[src/rtl/cfu_cmd_if.sv]
// CPU <-> CFU command/response handshake bundle.
// The master side is the CPU; the slave side is cfu_cmd_ctrl.
interface cfu_cmd_if;
    logic        cmd_valid;
    logic        cmd_ready;
    logic [9:0]  cmd_payload_function_id;
    logic [31:0] cmd_payload_inputs_0;
    logic [31:0] cmd_payload_inputs_1;
    logic        rsp_valid;
    logic        rsp_ready;
    logic [31:0] rsp_payload_outputs_0;

    modport master (
        output cmd_valid,
        input  cmd_ready,
        output cmd_payload_function_id,
        output cmd_payload_inputs_0,
        output cmd_payload_inputs_1,
        input  rsp_valid,
        output rsp_ready,
        input  rsp_payload_outputs_0
    );

    modport slave (
        input  cmd_valid,
        output cmd_ready,
        input  cmd_payload_function_id,
        input  cmd_payload_inputs_0,
        input  cmd_payload_inputs_1,
        output rsp_valid,
        input  rsp_ready,
        output rsp_payload_outputs_0
    );
endinterface

[src/rtl/cfu_cmd_ctrl.sv]
// CFU command controller: IDLE/EXEC/RESP sequencer with per-opcode latency.
// Define CFU_CMD_CTRL_B2B_EN to allow back-to-back commands from RESP.
module cfu_cmd_ctrl #(
    parameter int unsigned VACC_CYCLES = 4,
    parameter int unsigned MUL_CYCLES  = 2
) (
    input  logic        clk,
    input  logic        reset_n,
    cfu_cmd_if.slave    bus,
    output logic        dec_valid,
    output logic [9:0]  dec_function_id,
    output logic [31:0] dec_inputs_0,
    output logic [31:0] dec_inputs_1,
    input  logic [31:0] exec_result,
    output logic        busy
);

    typedef enum logic [1:0] {
        IDLE = 2'd0,
        EXEC = 2'd1,
        RESP = 2'd2
    } state_t;

    state_t      state_q;
    state_t      state_d;
    logic [3:0]  cnt_q;
    logic [3:0]  cnt_d;
    logic [31:0] rsp_q;
    logic        cmd_ready;
    logic        accept;
    logic        commit;
    logic        zero_rsp;

    function automatic logic [3:0] load_cnt(input logic [2:0] op);
        logic [3:0] v;
        v = 4'd0;
        case (op)
            3'd3:    v = 4'(VACC_CYCLES - 1);
            3'd4,
            3'd5:    v = 4'(MUL_CYCLES - 1);
            default: v = 4'd0;
        endcase
        return v;
    endfunction

    assign accept   = bus.cmd_valid & cmd_ready;
    assign commit   = (state_q == EXEC) && (cnt_q == 4'd0);
    // Opcodes 6/7 run through the decoder but return a zero response.
    assign zero_rsp = dec_function_id[2:1] == 2'b11;

    always_comb begin
        state_d   = state_q;
        cnt_d     = cnt_q;
        cmd_ready = 1'b0;
        unique case (state_q)
            IDLE: begin
                cmd_ready = 1'b1;
                if (bus.cmd_valid) begin
                    state_d = EXEC;
                    cnt_d   = load_cnt(bus.cmd_payload_function_id[2:0]);
                end
            end
            EXEC: begin
                if (cnt_q != 4'd0) begin
                    cnt_d = cnt_q - 4'd1;
                end else begin
                    state_d = RESP;
                end
            end
            RESP: begin
`ifdef CFU_CMD_CTRL_B2B_EN
                cmd_ready = bus.rsp_ready;
`else
                cmd_ready = 1'b0;
`endif
                if (bus.rsp_ready) begin
                    if (bus.cmd_valid && cmd_ready) begin
                        state_d = EXEC;
                        cnt_d   = load_cnt(bus.cmd_payload_function_id[2:0]);
                    end else begin
                        state_d = IDLE;
                    end
                end
            end
            default: begin
                state_d = IDLE;
                cnt_d   = 4'd0;
            end
        endcase
    end

    always_ff @(posedge clk) begin
        if (!reset_n) begin
            state_q         <= IDLE;
            cnt_q           <= 4'd0;
            rsp_q           <= 32'h0;
            dec_function_id <= 10'h0;
            dec_inputs_0    <= 32'h0;
            dec_inputs_1    <= 32'h0;
        end else begin
            state_q <= state_d;
            cnt_q   <= cnt_d;
            if (accept) begin
                dec_function_id <= bus.cmd_payload_function_id;
                dec_inputs_0    <= bus.cmd_payload_inputs_0;
                dec_inputs_1    <= bus.cmd_payload_inputs_1;
            end
            if (commit) begin
                rsp_q <= zero_rsp ? 32'h0 : exec_result;
            end
        end
    end

    // Suppressed while reset is held so an aborted command never commits.
    assign dec_valid                 = commit & reset_n;
    assign busy                      = state_q != IDLE;
    assign bus.cmd_ready             = cmd_ready;
    assign bus.rsp_valid             = state_q == RESP;
    assign bus.rsp_payload_outputs_0 = rsp_q;

endmodule

[src/flat_wrapper.sv]
// flat-port wrapper written by rule: the top's interface ports become plain ports
module cfu_cmd_ctrl_flat 
#(
    parameter int unsigned VACC_CYCLES = 4,
    parameter int unsigned MUL_CYCLES  = 2
)
  (clk, reset_n, dec_valid, dec_function_id, dec_inputs_0, dec_inputs_1, exec_result, busy, bus_cmd_valid, bus_cmd_ready, bus_cmd_payload_function_id, bus_cmd_payload_inputs_0, bus_cmd_payload_inputs_1, bus_rsp_valid, bus_rsp_ready, bus_rsp_payload_outputs_0);
  cfu_cmd_if bus_i ();
  input  logic clk;
  input  logic reset_n;
  output logic dec_valid;
  output logic [9:0] dec_function_id;
  output logic [31:0] dec_inputs_0;
  output logic [31:0] dec_inputs_1;
  input  logic [31:0] exec_result;
  output logic busy;
  input wire logic [$bits(bus_i.cmd_valid)-1:0] bus_cmd_valid;
  output wire logic [$bits(bus_i.cmd_ready)-1:0] bus_cmd_ready;
  input wire logic [$bits(bus_i.cmd_payload_function_id)-1:0] bus_cmd_payload_function_id;
  input wire logic [$bits(bus_i.cmd_payload_inputs_0)-1:0] bus_cmd_payload_inputs_0;
  input wire logic [$bits(bus_i.cmd_payload_inputs_1)-1:0] bus_cmd_payload_inputs_1;
  output wire logic [$bits(bus_i.rsp_valid)-1:0] bus_rsp_valid;
  input wire logic [$bits(bus_i.rsp_ready)-1:0] bus_rsp_ready;
  output wire logic [$bits(bus_i.rsp_payload_outputs_0)-1:0] bus_rsp_payload_outputs_0;
  assign bus_i.cmd_valid = bus_cmd_valid;
  assign bus_cmd_ready = bus_i.cmd_ready;
  assign bus_i.cmd_payload_function_id = bus_cmd_payload_function_id;
  assign bus_i.cmd_payload_inputs_0 = bus_cmd_payload_inputs_0;
  assign bus_i.cmd_payload_inputs_1 = bus_cmd_payload_inputs_1;
  assign bus_rsp_valid = bus_i.rsp_valid;
  assign bus_i.rsp_ready = bus_rsp_ready;
  assign bus_rsp_payload_outputs_0 = bus_i.rsp_payload_outputs_0;
  cfu_cmd_ctrl #(.VACC_CYCLES(VACC_CYCLES), .MUL_CYCLES(MUL_CYCLES)) u_core (.clk(clk), .reset_n(reset_n), .bus(bus_i), .dec_valid(dec_valid), .dec_function_id(dec_function_id), .dec_inputs_0(dec_inputs_0), .dec_inputs_1(dec_inputs_1), .exec_result(exec_result), .busy(busy));
endmodule
[config.mk]
export PLATFORM = sky130hd
export DESIGN_NAME = cfu_cmd_ctrl_flat
export DESIGN_NICKNAME = d
export VERILOG_FILES = /design/src/rtl/cfu_cmd_if.sv /design/src/rtl/cfu_cmd_ctrl.sv /design/src/flat_wrapper.sv
export SDC_FILE = /design/constraint.sdc
export NUM_CORES = 1
export LEC_CHECK = 0
export CAP_MARGIN = 15
export CORE_UTILIZATION = 36
export DETAILED_ROUTE_END_ITERATION = 10
export HOLD_SLACK_MARGIN = 0.05
export MAX_ROUTING_LAYER = met4
export PLACE_DENSITY_LB_ADDON = 0.3
export RECOVER_POWER = 25
export SLEW_MARGIN = 0
export SYNTH_ARGS = -nofsm -noshare
export SYNTH_HDL_FRONTEND = slang
export SYNTH_SLANG_ARGS = --single-unit
export TNS_END_PERCENT = 5
[constraint.sdc]
create_clock -name clk -period 1.4 [get_ports clk]
set_input_delay 0.21 -clock clk [delete_from_list [all_inputs] [get_ports clk]]
set_output_delay 0.21 -clock clk [all_outputs]
set_load 0.02 [all_outputs]
==> metrics.cfg <==
[global_routing]
grt_max_degree = 75
grt_pass1_vias = 4106
gr-total-overflow = 0
grt_pass1_wl_mm = 19.9
antenna_found_initial = 0
track_usage_pct = 20.6

[setup_path]
critPathRequiredTime_ns = 1.19
path_buf_inv = 2
start_kind = flip-flop
path_max_fanout = 2
crit_cells = 5
cpPeakStageDelay_ns = 0.33
worstSetupPathType = reg2out
cp_cell_sequence = inv_2, ha_4, nor4b_4, and3_1, buf_6
r2r_slack_ns = -0.18
crit_slowest_cell = dfxtp_2
r2r_cells = 7
cp.arrival_ns = 1.38
reg2reg_from = u_core.cnt_q[1]
timing.critical_path.to_type = output port
rr_endpoint = u_core.cnt_q[2]
path_delay_family = simple AND/OR/NAND/NOR gates

[floorplanning]
pin_count = 220
fp.coreArea_sq_um = 11600
die-height_um = 112
die_width_um = 112
die_area_sq_um = 12600
row_count = 39
start_util_pct = 37.6

[final_layout]
seq_area_sq_um = 2250
design_area_sq_um = 7090
final_common_cell = nand2_1
nNetsFinal = 837
antenna_cells = 0
synthToLayoutAreaGrowth_pct = 62.5
final_util_pct = 61.1
final_cell_mix = nand2_1, clkdlybuf4s50_1, dfxtp_1
multi_input_area_sq_um = 1930
fillers = 1010
final_cells = 873
drive_gt1_share_pct = 9.32

[clocking]
htreeDepth = 3
root_buffer = clkbuf_16
cts.sink_count = 112
insertion_delay_ns = 0.35
clock_path_buffers = 2
cts_buffers = 9
path_clk_slew_ns = 0.07
postCtsHoldBufs = 0
cts_tree = yes

[timing]
max_freq_mhz = 628
setup_tns_ns = -12.40
fin_skew_ns = 0.00755
rsz0062_at_grt = true
hold_viol_final = 0
tightest_slew_ns = 0.438
setup_viol = 113
fin_crit_ns = 1.59
slew_headroom_pct = 70.8
slew_viol_final = 0
finalCritPeriodShare_pct = 114
fin_ws_ns = -0.193

[power_and_ir_drop]
p_per_area_nw_per_um2 = 1290
peakVddDrop_v = 0.000792
p_total_mw = 9.14
leakage_nw = 3.12

[outcome]
status = complete, but fails checks
violations = DRC, setup timing

[detailed_routing]
first_pass_iters = 9
antenna_left = 0
routedWlPerCell_um = 14.4
drc_errors = 14
drtIter0Drc = 277
via_per_inst = 4.78
routed_wl_mm = 12.5
vias = 4171

[placed_design]
finalWeightedCongestion = 0.720
io_buffers = 219
dp_hpwl_mm = 8.58
dpl_cell_area_sq_um = 6790
placed_cells = 853

[synthesis]
netlist_instances = 508
syn-num-nets = 620
netlist_area_sq_um = 4360
avgSynthCellArea_sq_um = 8.59
ys_ff_latch = 112
yosysWarnings = 0
yosysUniqueCellTypes = 30
seq_area_frac_synth_pct = 51.4

[hold_path]
worstHoldPathCells = 3
hold_class = in2reg
whs_endpoint = u_core.state_q[1]
hp-start = reset_n

[flow_run]
drv_cap = 0

worst register-to-register path, delay by kind of cell (launching register included):
kind                     cells  cell delay, ns
flip-flops                   1            0.34
AND/OR/NAND/NOR              3            0.65
AO/OA/AOI/OAI                1            0.20
buffers and inverters        2            0.19
adder cells (fa/ha/maj)      1            0.14
per-stage QoR:
step | hold WS, ns | setup WS (ns)
finish | 0.312 | -0.193
global placement | 0.436 | -0.404
detailed placement | 0.450 | -0.385
CTS | 0.321 | -0.226
floorplan | 0.345 | -0.110
global route | 0.338 | -0.281
area by class of cell:
class | count | area share (%)
Clock buffer | 12 | 3.62
Clock inverter | 4 | 0.741
Inverter | 6 | 0.353
Multi-Input combinational cell | 351 | 27.3
Sequential cell | 112 | 31.7
Tap cell | 143 | 2.52
Timing Repair Buffer | 245 | 33.8
routing by layer:
metal | up-vias | global-route usage [%] | wire length, um
met5 | - | - | 0
met4 | 0 | 10.7 | 405
met3 | 30 | 4.10 | 780
met2 | 149 | 34.0 | 6100
met1 | 1895 | 23.8 | 5260
li1 | 2097 | - | -
repair_timing:
item | in CTS | in global routing
gates cloned | 1 | 1
pin swaps | 34 | 9
buffers inserted | 2 | 0
hold endpoints to repair | 0 | 0
resized for setup | 170 | 11
endpoints found under the setup margin | 221 | 115
cell usage after synthesis:
cell / number / share of area [%]
clkbuf_1: 26 / 2.2
o21ai_0: 2 / 0.23
ha_1: 2 / 0.57
mux2_2: 1 / 0.26
or2_2: 1 / 0.14
o31ai_1: 1 / 0.17
nand2_1: 184 / 16
o21a_1: 1 / 0.17
or4b_1: 1 / 0.23
nor2_1: 1 / 0.086
dfxtp_1: 112 / 51
buf_4: 4 / 0.69
a21boi_1: 11 / 1.9
nor4b_4: 1 / 0.54
and3_1: 2 / 0.29
buf_2: 2 / 0.23
nand2b_1: 1 / 0.14
a221o_1: 1 / 0.23
buf_6: 7 / 1.8
or3_1: 2 / 0.29
a21oi_1: 1 / 0.11
and2_1: 2 / 0.29
o211ai_1: 1 / 0.17
nand3_1: 34 / 3.9
or3b_4: 1 / 0.26
nand3b_1: 1 / 0.17
a21boi_0: 96 / 17
nor2b_1: 2 / 0.29
inv_1: 6 / 0.52
o21a_4: 1 / 0.34
registers in the layout, summed over array words and instances (netlist names):
| signal | flops |
|---|---|
| u_core.bus.rsp_payload_outputs_0 | 32 |
| u_core.state_q | 2 |
| u_core.dec_function_id | 10 |
| u_core.cnt_q | 4 |
| u_core.dec_inputs_0 | 32 |
| u_core.dec_inputs_1 | 32 |
how the worst max path moves through the flow:
stage                 startpoint         endpoint  slack (ns)
6_report         u_core.cnt_q[0]        dec_valid       -0.19
5_1_grt          u_core.cnt_q[1]        dec_valid       -0.28
3_3_place_gp       bus_cmd_valid  u_core.cnt_q[2]       -0.40
4_1_cts          u_core.cnt_q[1]        dec_valid       -0.23
2_1_floorplan  u_core.state_q[0]  u_core.cnt_q[2]       -0.11
3_5_place_dp       bus_cmd_valid  u_core.cnt_q[2]       -0.39
kinds of logic (layout without fill, tap and decap cells):
| group | Yosys count | after routing | share of synthesized area, % |
|---|---|---|---|
| AOI/OAI and AO/OA | 115 | 115 | 19.8 |
| adders and majority gates | 2 | 2 | 0.573 |
| buffers and inverters | 45 | 267 | 5.48 |
| DFF | 112 | 112 | 51.4 |
| muxes | 1 | 1 | 0.258 |
| and+or+nand+nor | 233 | 233 | 22.5 |
where the power goes:
group	switching, mW	internal, mW	leakage, nW	total, mW
clock network	1.17	1.49	0.141	2.66
registers	0.181	3.54	0.919	3.72
logic	1.45	1.30	2.06	2.76
Power figures use the tool's default switching activity.
